--- config.mk ---
export PLATFORM = sky130hd
export DESIGN_NAME = lcd_parallel_writer_flat
export DESIGN_NICKNAME = d
export VERILOG_FILES = /design/src/rtl/lcd_pkg.sv /design/src/rtl/lcd_parallel_writer_if.sv /design/src/rtl/lcd_phase_timer.sv /design/src/rtl/lcd_parallel_writer.sv /design/src/flat_wrapper.sv
export SDC_FILE = /design/constraint.sdc
export NUM_CORES = 1
export LEC_CHECK = 0
export ABC_CLOCK_PERIOD_IN_PS = 2800
export CAP_MARGIN = 20
export CORE_MARGIN = 3
export CORE_UTILIZATION = 50
export CTS_BUF_LIST = sky130_fd_sc_hd__clkbuf_4 sky130_fd_sc_hd__clkbuf_8 sky130_fd_sc_hd__clkbuf_16
export DETAILED_ROUTE_END_ITERATION = 8
export HOLD_SLACK_MARGIN = 0.05
export PLACE_DENSITY = 0.79
export SYNTH_ARGS = -nofsm -noshare
export SYNTH_HDL_FRONTEND = slang
export SYNTH_SLANG_ARGS = --single-unit
--- constraint.sdc ---
create_clock -name clk -period 2.8 [get_ports clk]
set_input_delay 0.7 -clock clk [delete_from_list [all_inputs] [get_ports clk]]
set_output_delay 0.7 -clock clk [all_outputs]
set_load 0.1 [all_outputs]
--- src/rtl/lcd_pkg.sv ---
// Shared types and helpers for the 8080-style LCD parallel writer.
// Optional build macro: LCD_CS_GATE_EN (gates lcd_cs around writes).
package lcd_pkg;

    typedef enum logic [1:0] {
        IDLE,
        SETUP,
        STROBE,
        HOLD
    } lcd_state_e;

    // A command word with this value produces no WR strobe: a timed delay.
    localparam int unsigned LCD_NOP = 0;

    function automatic int phase_cnt_w(input int s, input int t, input int h);
        int m;
        m = s;
        if (t > m) m = t;
        if (h > m) m = h;
        return (m < 2) ? 1 : $clog2(m);
    endfunction

endpackage

--- src/rtl/lcd_parallel_writer_if.sv ---
// Command stream from the frame/command sequencer into the LCD writer.
// Optional build macro: LCD_CS_GATE_EN (no effect on this interface).
interface lcd_parallel_writer_if #(
    parameter int DATA_W = 8,
    parameter int REP_W  = 16
);
    logic              cmd_valid;
    logic              cmd_ready;
    logic              cmd_is_cmd;
    logic [DATA_W-1:0] cmd_data;
    logic [REP_W-1:0]  cmd_repeat;
    logic              busy;

    modport master (
        output cmd_valid, cmd_is_cmd, cmd_data, cmd_repeat,
        input  cmd_ready, busy
    );

    modport slave (
        input  cmd_valid, cmd_is_cmd, cmd_data, cmd_repeat,
        output cmd_ready, busy
    );
endinterface

--- src/rtl/lcd_phase_timer.sv ---
// Loadable down-counter with zero flag, shared by SETUP/STROBE/HOLD.
// Optional build macro: LCD_CS_GATE_EN (no effect here).
module lcd_phase_timer #(
    parameter int W = 1
) (
    input  logic         clk,
    input  logic         rst_n,
    input  logic         load_i,
    input  logic [W-1:0] val_i,
    output logic         zero_o
);
    logic [W-1:0] cnt_q;
    logic [W-1:0] cnt_d;

    always_comb begin
        cnt_d = cnt_q;
        if (load_i)
            cnt_d = val_i;
        else if (cnt_q != '0)
            cnt_d = cnt_q - W'(1);
    end

    always_ff @(posedge clk or negedge rst_n) begin
        if (!rst_n)
            cnt_q <= '0;
        else
            cnt_q <= cnt_d;
    end

    assign zero_o = (cnt_q == '0);
endmodule

--- src/rtl/lcd_parallel_writer.sv ---
// Write-only 8080-style LCD driver with programmable timing and repeat.
// Optional build macro: LCD_CS_GATE_EN (lcd_cs high while idle).
module lcd_parallel_writer
    import lcd_pkg::*;
#(
    parameter int DATA_W         = 8,
    parameter int REP_W          = 16,
    parameter int SETUP_CYC      = 1,
    parameter int STROBE_CYC     = 2,
    parameter int HOLD_CYC       = 1,
    parameter bit WR_ACTIVE_HIGH = 1'b1
) (
    input  logic              clk,
    input  logic              rst_n,
    lcd_parallel_writer_if.slave cmd,
    output logic              lcd_rs,
    output logic              lcd_cs,
    output logic              lcd_wr,
    output logic [DATA_W-1:0] lcd_d
);
    localparam int   CW     = phase_cnt_w(SETUP_CYC, STROBE_CYC, HOLD_CYC);
    localparam logic WR_ON  = WR_ACTIVE_HIGH;
    localparam logic WR_OFF = ~WR_ACTIVE_HIGH;

    lcd_state_e        state_q, state_d;
    logic [REP_W-1:0]  rep_q, rep_d;
    logic [DATA_W-1:0] d_q, d_d;
    logic              rs_q, rs_d;
    logic              nop_q, nop_d;
    logic              wr_q, wr_d;
    logic              busy_q;
    logic              en_q;
    logic              load;
    logic [CW-1:0]     load_val;
    logic              zero;
    logic              take;
    logic              accept;
    logic              last_hold;

    lcd_phase_timer #(.W(CW)) u_timer (
        .clk    (clk),
        .rst_n  (rst_n),
        .load_i (load),
        .val_i  (load_val),
        .zero_o (zero)
    );

    assign last_hold = (state_q == HOLD) && zero;
    assign take      = en_q && ((state_q == IDLE) ||
                                (last_hold && rep_q == '0));
    assign accept    = take && cmd.cmd_valid;

    always_comb begin
        state_d  = state_q;
        rep_d    = rep_q;
        load     = 1'b0;
        load_val = '0;
        unique case (state_q)
            IDLE: begin
                if (accept) begin
                    state_d  = SETUP;
                    load     = 1'b1;
                    load_val = CW'(SETUP_CYC - 1);
                end
            end
            SETUP: begin
                if (zero) begin
                    state_d  = STROBE;
                    load     = 1'b1;
                    load_val = CW'(STROBE_CYC - 1);
                end
            end
            STROBE: begin
                if (zero) begin
                    state_d  = HOLD;
                    load     = 1'b1;
                    load_val = CW'(HOLD_CYC - 1);
                end
            end
            HOLD: begin
                if (zero) begin
                    if (rep_q != '0 || accept) begin
                        state_d  = SETUP;
                        load     = 1'b1;
                        load_val = CW'(SETUP_CYC - 1);
                        if (rep_q != '0)
                            rep_d = rep_q - REP_W'(1);
                    end else begin
                        state_d = IDLE;
                    end
                end
            end
            default: state_d = IDLE;
        endcase
        if (accept)
            rep_d = cmd.cmd_repeat;
    end

    // Bus value and RS only move when a new word is accepted.
    always_comb begin
        rs_d  = rs_q;
        d_d   = d_q;
        nop_d = nop_q;
        if (accept) begin
            rs_d  = ~cmd.cmd_is_cmd;
            d_d   = cmd.cmd_data;
            nop_d = cmd.cmd_is_cmd &&
                    (cmd.cmd_data == DATA_W'(LCD_NOP));
        end
        wr_d = (state_d == STROBE && !nop_d) ? WR_ON : WR_OFF;
    end

    always_ff @(posedge clk or negedge rst_n) begin
        if (!rst_n) begin
            state_q <= IDLE;
            rep_q   <= '0;
            d_q     <= '0;
            rs_q    <= 1'b1;
            nop_q   <= 1'b0;
            wr_q    <= WR_OFF;
            busy_q  <= 1'b0;
            en_q    <= 1'b0;
        end else begin
            state_q <= state_d;
            rep_q   <= rep_d;
            d_q     <= d_d;
            rs_q    <= rs_d;
            nop_q   <= nop_d;
            wr_q    <= wr_d;
            busy_q  <= (state_d != IDLE);
            en_q    <= 1'b1;
        end
    end

`ifdef LCD_CS_GATE_EN
    logic cs_q;

    always_ff @(posedge clk or negedge rst_n) begin
        if (!rst_n)
            cs_q <= 1'b1;
        else
            cs_q <= (state_d == IDLE);
    end

    assign lcd_cs = cs_q;
`else
    assign lcd_cs = 1'b0;
`endif

    assign cmd.cmd_ready = take;
    assign cmd.busy      = busy_q;
    assign lcd_rs        = rs_q;
    assign lcd_wr        = wr_q;
    assign lcd_d         = d_q;
endmodule

--- src/flat_wrapper.sv ---
// flat-port wrapper written by rule: the top's interface ports become plain ports
module lcd_parallel_writer_flat import lcd_pkg::*;
#(
    parameter int DATA_W         = 8,
    parameter int REP_W          = 16,
    parameter int SETUP_CYC      = 1,
    parameter int STROBE_CYC     = 2,
    parameter int HOLD_CYC       = 1,
    parameter bit WR_ACTIVE_HIGH = 1'b1
)
  (clk, rst_n, lcd_rs, lcd_cs, lcd_wr, lcd_d, cmd_cmd_valid, cmd_cmd_is_cmd, cmd_cmd_data, cmd_cmd_repeat, cmd_cmd_ready, cmd_busy);
  lcd_parallel_writer_if #(.DATA_W(DATA_W), .REP_W(REP_W)) cmd_i ();
  input  logic clk;
  input  logic rst_n;
  output logic lcd_rs;
  output logic lcd_cs;
  output logic lcd_wr;
  output logic [DATA_W-1:0] lcd_d;
  input wire logic [$bits(cmd_i.cmd_valid)-1:0] cmd_cmd_valid;
  input wire logic [$bits(cmd_i.cmd_is_cmd)-1:0] cmd_cmd_is_cmd;
  input wire logic [$bits(cmd_i.cmd_data)-1:0] cmd_cmd_data;
  input wire logic [$bits(cmd_i.cmd_repeat)-1:0] cmd_cmd_repeat;
  output wire logic [$bits(cmd_i.cmd_ready)-1:0] cmd_cmd_ready;
  output wire logic [$bits(cmd_i.busy)-1:0] cmd_busy;
  assign cmd_i.cmd_valid = cmd_cmd_valid;
  assign cmd_i.cmd_is_cmd = cmd_cmd_is_cmd;
  assign cmd_i.cmd_data = cmd_cmd_data;
  assign cmd_i.cmd_repeat = cmd_cmd_repeat;
  assign cmd_cmd_ready = cmd_i.cmd_ready;
  assign cmd_busy = cmd_i.busy;
  lcd_parallel_writer #(.DATA_W(DATA_W), .REP_W(REP_W), .SETUP_CYC(SETUP_CYC), .STROBE_CYC(STROBE_CYC), .HOLD_CYC(HOLD_CYC), .WR_ACTIVE_HIGH(WR_ACTIVE_HIGH)) u_core (.clk(clk), .rst_n(rst_n), .cmd(cmd_i), .lcd_rs(lcd_rs), .lcd_cs(lcd_cs), .lcd_wr(lcd_wr), .lcd_d(lcd_d));
endmodule
[Word-level counts from Yosys, hierarchy flattened]
Index checks and enable logic that the tools add are counted.
Widths: inputs -> output; s select.
Storage, ports and cells
  register bits: 32
  input port bits: 28
  output and inout port bits: 13
  logic and storage cells: 59
Cells by class
  $add $sub $neg: 2
  equal/unequal tests: 5
  mux-type cells: 21
  bitwise operators: 2
  reduce and logical (&&, ||, !) cells: 20
Operator list (count)
  $mux 16: 5
  $logic_not 16->1: 1
  $reduce_bool 16->1: 1
  $sub 16x1->16 const B: 1
  $mux 1: 9
  $logic_not 8->1: 1
  $mux 2: 4
  $pmux 2 s4: 1
  $reduce_bool 2->1: 4
  $eq 2x2->1 const B: 3
  $logic_and 1x1->1: 6
  $reduce_and 4->1: 1
  $pmux 1 s3: 1
  $reduce_or 3->1: 1
  $eq 2x1->1 const B: 1
  $logic_not 2->1: 1
  $logic_or 1x1->1: 2
  $ne 2x1->1 const B: 1
  $not 1->1: 2
  $pmux 1 s2: 1
  $reduce_or 2->1: 1
  $logic_not 1->1: 1
  $sub 1x1->1 const B: 1

[Longest topological paths before layout]
  word-level depth: 13
  depth in mapped cells: 10
  gate-level depth less buffers: 7

[By module]
A second synthesis with hierarchy kept.
Unflattened totals
  cell total of the unflattened synthesis: 221
  area total of the unflattened synthesis: 1988.2 µm²
Modules (own cells, without submodules)
  lcd_parallel_writer: instances 1, cells each 218, area an instance 1953.1 µm², seq. area each 777.0 µm²
  lcd_phase_timer: instances 1, cells each 3, area an instance 35.0 µm², seq. area each 25.0 µm²

[Worst setup path after synthesis]
No wires, ideal clock.
  path kind: flip-flop to output port
  start: register u_core.rep_q[0]
  end: output port cmd_cmd_ready
  arrival: 2.379 ns
  data required time: 2.100 ns
  path slack: -0.279 ns
  cell stages (with the launch flop): 8
  path buffers: 1
  cells stage by stage: dfrtp_1 -> inv_1 -> ha_1 -> or4b_1 -> buf_2 -> nor4_4 -> a21o_1 -> and2_1
On the way
  word-level cells in the longest chain between the ends: 4
Ends and longest elaborated chain
  from (decl): RTL line lcd_parallel_writer.sv:26  | logic [REP_W-1:0] rep_q, rep_d;
  from (signal assigned): RTL line lcd_parallel_writer.sv:125  | rep_q <= rep_d;
  $logic_not 16->1: RTL line lcd_parallel_writer.sv:50  | (last_hold && rep_q == '0));
  $logic_and 1x1->1: RTL line lcd_parallel_writer.sv:50
  $logic_or 1x1->1: RTL line lcd_parallel_writer.sv:49  | assign take = en_q && ((state_q == IDLE) ||
  $logic_and 1x1->1: RTL line lcd_parallel_writer.sv:49
  to (decl): RTL line flat_wrapper.sv:23  | output wire logic [$bits(cmd_i.cmd_ready)-1:0] cmd_cmd_ready;
Every way passes these cells.

[Final worst setup path]
  start: register u_core.rep_q[1]
  end: output port cmd_cmd_ready
The elaborated chain is that of the path after synthesis.

==> results <==
- The worst-path cell with the longest stage delay is sky130_fd_sc_hd__or4b_4.
- The largest net degree at the start of global routing is 33.
- Counting instances in the post-synthesis netlist gives the leading cell types as 31 x sky130_fd_sc_hd__dfrtp_1, 20 x sky130_fd_sc_hd__nand2_1, 15 x sky130_fd_sc_hd__o21ai_0.
- The leakage component of the power is 0.9714 nW.
- The number of global-route vias before repair is around 1.6k.
- The number of nets produced by synthesis is 220.
- The number of warnings printed during yosys synthesis is 0.
- After floorplanning, the core was sized to cover between 3000 and 4000 um^2.
- The maximum clock rate is around 350 MHz.
- Clock tree synthesis found a total of 32 sinks.
- The number of antenna violations at the first check in global routing is 0.
- The cell family contributing the most delay on the critical path is simple AND/OR/NAND/NOR gates.
- Data arrives at the worst endpoint at approximately 2.1 ns.
- The largest area contributor in the synthesized netlist is sky130_fd_sc_hd__dfrtp_1.
- The clock passes through at most 2 buffers.
- The die is roughly 67 um tall.
- The minimum setup slack after placement is approximately 0.12 ns.
- The global placement routability congestion is just under 1.
- Once layout is done, the placed cells without fillers occupy around 2400 um^2.
- The wire length after detailed routing is about 4.2 mm.
- The clock-pin slew reported for the worst setup and hold paths after clock tree synthesis is ~0.07 ns.
- The worst hold margin is around 0.5 ns.
- At the worst endpoint, the required time is around 2.1 ns.
- The first-pass GRT wire length is about 7 mm.
- The post-synthesis cell type count is 47.
- The checks that failed: negative setup slack.
- In the finished design, the share of the clock period the worst path needs comes to 1.012.
- The detail-routed net length per standard cell is about 15 um.
- The largest clock skew in the final design is between 0.004 and 0.005 ns.
- In the synthesized netlist the dominant register cell turns out to be sky130_fd_sc_hd__dfrtp_1.
- Once placement completed, the tool counted placed cells totaling approximately 270.
- The number of DRC markers in iteration 0 is between 100 and 150.
- Yosys attributes the largest share of cell area to sky130_fd_sc_hd__dfrtp_1 42%, sky130_fd_sc_hd__ha_1 4.7%, sky130_fd_sc_hd__xnor2_1 4.7%.
- The global routing usage summed across all routing layers is 0.2088.
- CTS built an H-tree with a depth of 2.
- The headroom to the max-slew limit is 0.6507.
- After technology mapping, the gate count stands at 185.
- The later-pin clock latency in the skew report is 0.29 ns.
- The class of the most critical hold timing path is reg2reg.
- The number of hold buffers added after CTS is 0.
- Pin placement for this block handled 41 I/O pins.
- The number of remaining DRC errors is 0.
- The run finished, with violations left.
- The kind of critical path is reg2out.
- Leaving out filler cells and counting taps, the final layout contains 282.
- The number of maximum-capacitance constraint violations is 0.
- Setup repair after global routing could not meet its margin everywhere.
- The die footprint is roughly 4500 um^2.
- The count of input and output buffers is 39.
- Counting the buffers created by CTS gives 5.
- The total power consumption of the routed design is just under 3 mW.
- After detailed placement, the total cell area comes to 2278 um^2.
- The transition time at the pin with the least slew margin is 0.5192 ns.
- For this configuration, the core starts out at a cell density of 0.5358.
- The share of layout cells above drive strength 1 is 0.2246.
- In this run the power density over the cells is 1203 nW/um^2.
- The final route contains between 1.5k and 2k vias.
- In this run, synthesis produced a sequential element count of 32.
- Across the VDD grid, the largest voltage drop is about 0.88 mV.
- 0 antenna diodes ended up in the layout.
- The setup slack after layout is -0.03436 ns.
- The minimum clock period after layout is 2.834 ns.
- The area share of the largest cell type after synthesis is 0.4206.
- The TritonCTS clock tree is done.
- In the routed layout, each cell is associated on average with a via count of 5.599.
- The sum of buffers and inverters on the critical path is 2.
- The synthesized area divided by synthesized cell count is 9.969 um^2.
- The cell area that synthesis handed to floorplanning was 1844 um^2.
- The sequential share of the synthesized area is 0.4349.
- Relative to the synthesized area, the layout overhead comes to 31.48%.
- The remaining number of nets flagged by the antenna check after routing is 0.
- The tree is rooted in a sky130_fd_sc_hd__clkbuf_8.
- The number of pins with negative max-slew slack in the final report is 0.
- In this run, synthesis inferred 0 flip-flops with an integrated enable.
- The worst setup path is captured at an output pin.
- The number of standard-cell rows in the floorplan is 21.
- The sum of overflow across all layers after global routing is 0.
- Before antenna repair, the detailed router went through 4 iterations.
- The most frequently used cell type in the post-synthesis netlist is sky130_fd_sc_hd__dfrtp_1.
- Setup violations remaining at the end of the flow were counted as 1.
- The hold violation count in the final report is 0.
- The async set-or-reset flop fraction in the synthesized netlist is 1.000.
- Of all nets on the critical path, the largest fanout is 3.
- Once detailed placement completed, the half-perimeter wirelength came to ~3.1 mm.
- The die boundary width is approximately 67 um.
- The final layout contains 270 nets.
- The kind of start point of the critical path is a flop.
- The critical path goes through inv_2 > ha_4 > or4b_4 > nor4_4 > a21o_1 > and2_4 > buf_12.
- The largest single stage delay on the critical path is between 0.4 and 0.5 ns.
cells in the final DEF (no fill, tap or decap), types with 2 or more instances in the layout:
cell type	instances
sky130_fd_sc_hd__nand3_1	4
sky130_fd_sc_hd__a21oi_1	5
sky130_fd_sc_hd__or3_1	3
sky130_fd_sc_hd__clkbuf_8	5
sky130_fd_sc_hd__o211ai_1	2
sky130_fd_sc_hd__conb_1	2
sky130_fd_sc_hd__ha_1	6
sky130_fd_sc_hd__nand2b_1	4
sky130_fd_sc_hd__nor3_1	11
sky130_fd_sc_hd__dfrtp_1	31
sky130_fd_sc_hd__inv_1	4
sky130_fd_sc_hd__xnor2_1	10
sky130_fd_sc_hd__buf_12	2
sky130_fd_sc_hd__o21ai_0	15
sky130_fd_sc_hd__xor2_1	3
sky130_fd_sc_hd__clkdlybuf4s50_1	27
sky130_fd_sc_hd__or4_4	2
sky130_fd_sc_hd__a31oi_1	2
sky130_fd_sc_hd__clkinv_2	2
sky130_fd_sc_hd__mux2_2	7
sky130_fd_sc_hd__nand4_1	3
sky130_fd_sc_hd__or4_1	4
sky130_fd_sc_hd__inv_2	2
sky130_fd_sc_hd__nor4_1	5
sky130_fd_sc_hd__a211oi_1	2
sky130_fd_sc_hd__nand2_1	20
sky130_fd_sc_hd__buf_4	22
sky130_fd_sc_hd__nor2_1	7
sky130_fd_sc_hd__nor2b_1	2
routing by layer:
metal / part of all wire / routed length, um / track usage
met3: 0.058 / 245 / 0.05565
met5: 0 / 0 / 0
met2: 0.50 / 2133 / 0.3527
met1: 0.42 / 1796 / 0.2471
met4: 0.016 / 66 / 0.09137
cell families (layout without fill, tap and decap cells):
group | after synthesis | in the layout | share of synthesized area
buffers and inverters | 14 | 65 | 0.04613
multiplexers | 10 | 10 | 0.06241
flip-flops | 32 | 32 | 0.4349
AND/OR/NAND/NOR | 73 | 73 | 0.2246
other | 2 | 2 | 0.004072
XOR/XNOR | 13 | 13 | 0.06174
AO/OA/AOI/OAI | 34 | 34 | 0.1187
adder cells (fa/ha/maj) | 7 | 7 | 0.04749
power breakdown:
group          switching (mW)  internal [mW]
Sequential              0.225          0.683
Combinational            1.10          0.556
Clock                   0.180          0.173
Total                    1.50           1.41
metrics by stage:
| stage | util | TNS [ns] |
|---|---|---|
| 2_1_floorplan | - | 0 |
| 3_3_place_gp | 0.6619 | 0 |
| 3_5_place_dp | 0.6619 | 0 |
| 4_1_cts | 0.6968 | 0 |
| 5_1_grt | 0.7045 | -0.1181 |
| 6_report | 0.7045 | -0.03436 |
flip-flops by register name, indices dropped and copies added, names as in the netlist:
register	count
u_core.lcd_wr	1
u_core.rep_q	16
u_core.en_q	1
u_core.nop_q	1
u_core.lcd_rs	1
u_core.state_q	2
u_core.lcd_d	8
u_core.cmd.busy	1
u_core.u_timer.cnt_q	1
what timing repair did:
item	in CTS	in global routing
setup buffers	3	2
gates cloned	0	0
setup endpoints to repair	1	2
resized for setup	4	3
endpoints found under the hold margin	0	0
pin swaps	3	2
worst paths after layout:
kind,start,slack [ns],cells after the start,to
worst max-delay path,u_core.rep_q[1],-0.03,7,cmd_cmd_ready
worst min-delay path,u_core.lcd_d[7],0.50,1,u_core.lcd_d[7]
worst max register to register,u_core.rep_q[1],0.07,9,u_core.lcd_wr
worst min register to register,u_core.lcd_d[7],0.50,1,u_core.lcd_d[7]
max in group asynchronous,rst_n,1.66,2,u_core.lcd_rs
min in group asynchronous,rst_n,0.81,2,u_core.u_timer.cnt_q
final cells by class:
class / instances / area, um^2
fill: 263 / 1017
multi-input combinational: 139 / 979.7
sequential: 32 / 802.0
timing repair buffer: 51 / 475.5
clock buffer: 5 / 68.82
tap: 46 / 57.56
inverter: 6 / 22.52
clock inverter: 3 / 18.77
No activity file was read; power rests on OpenSTA's default activity.
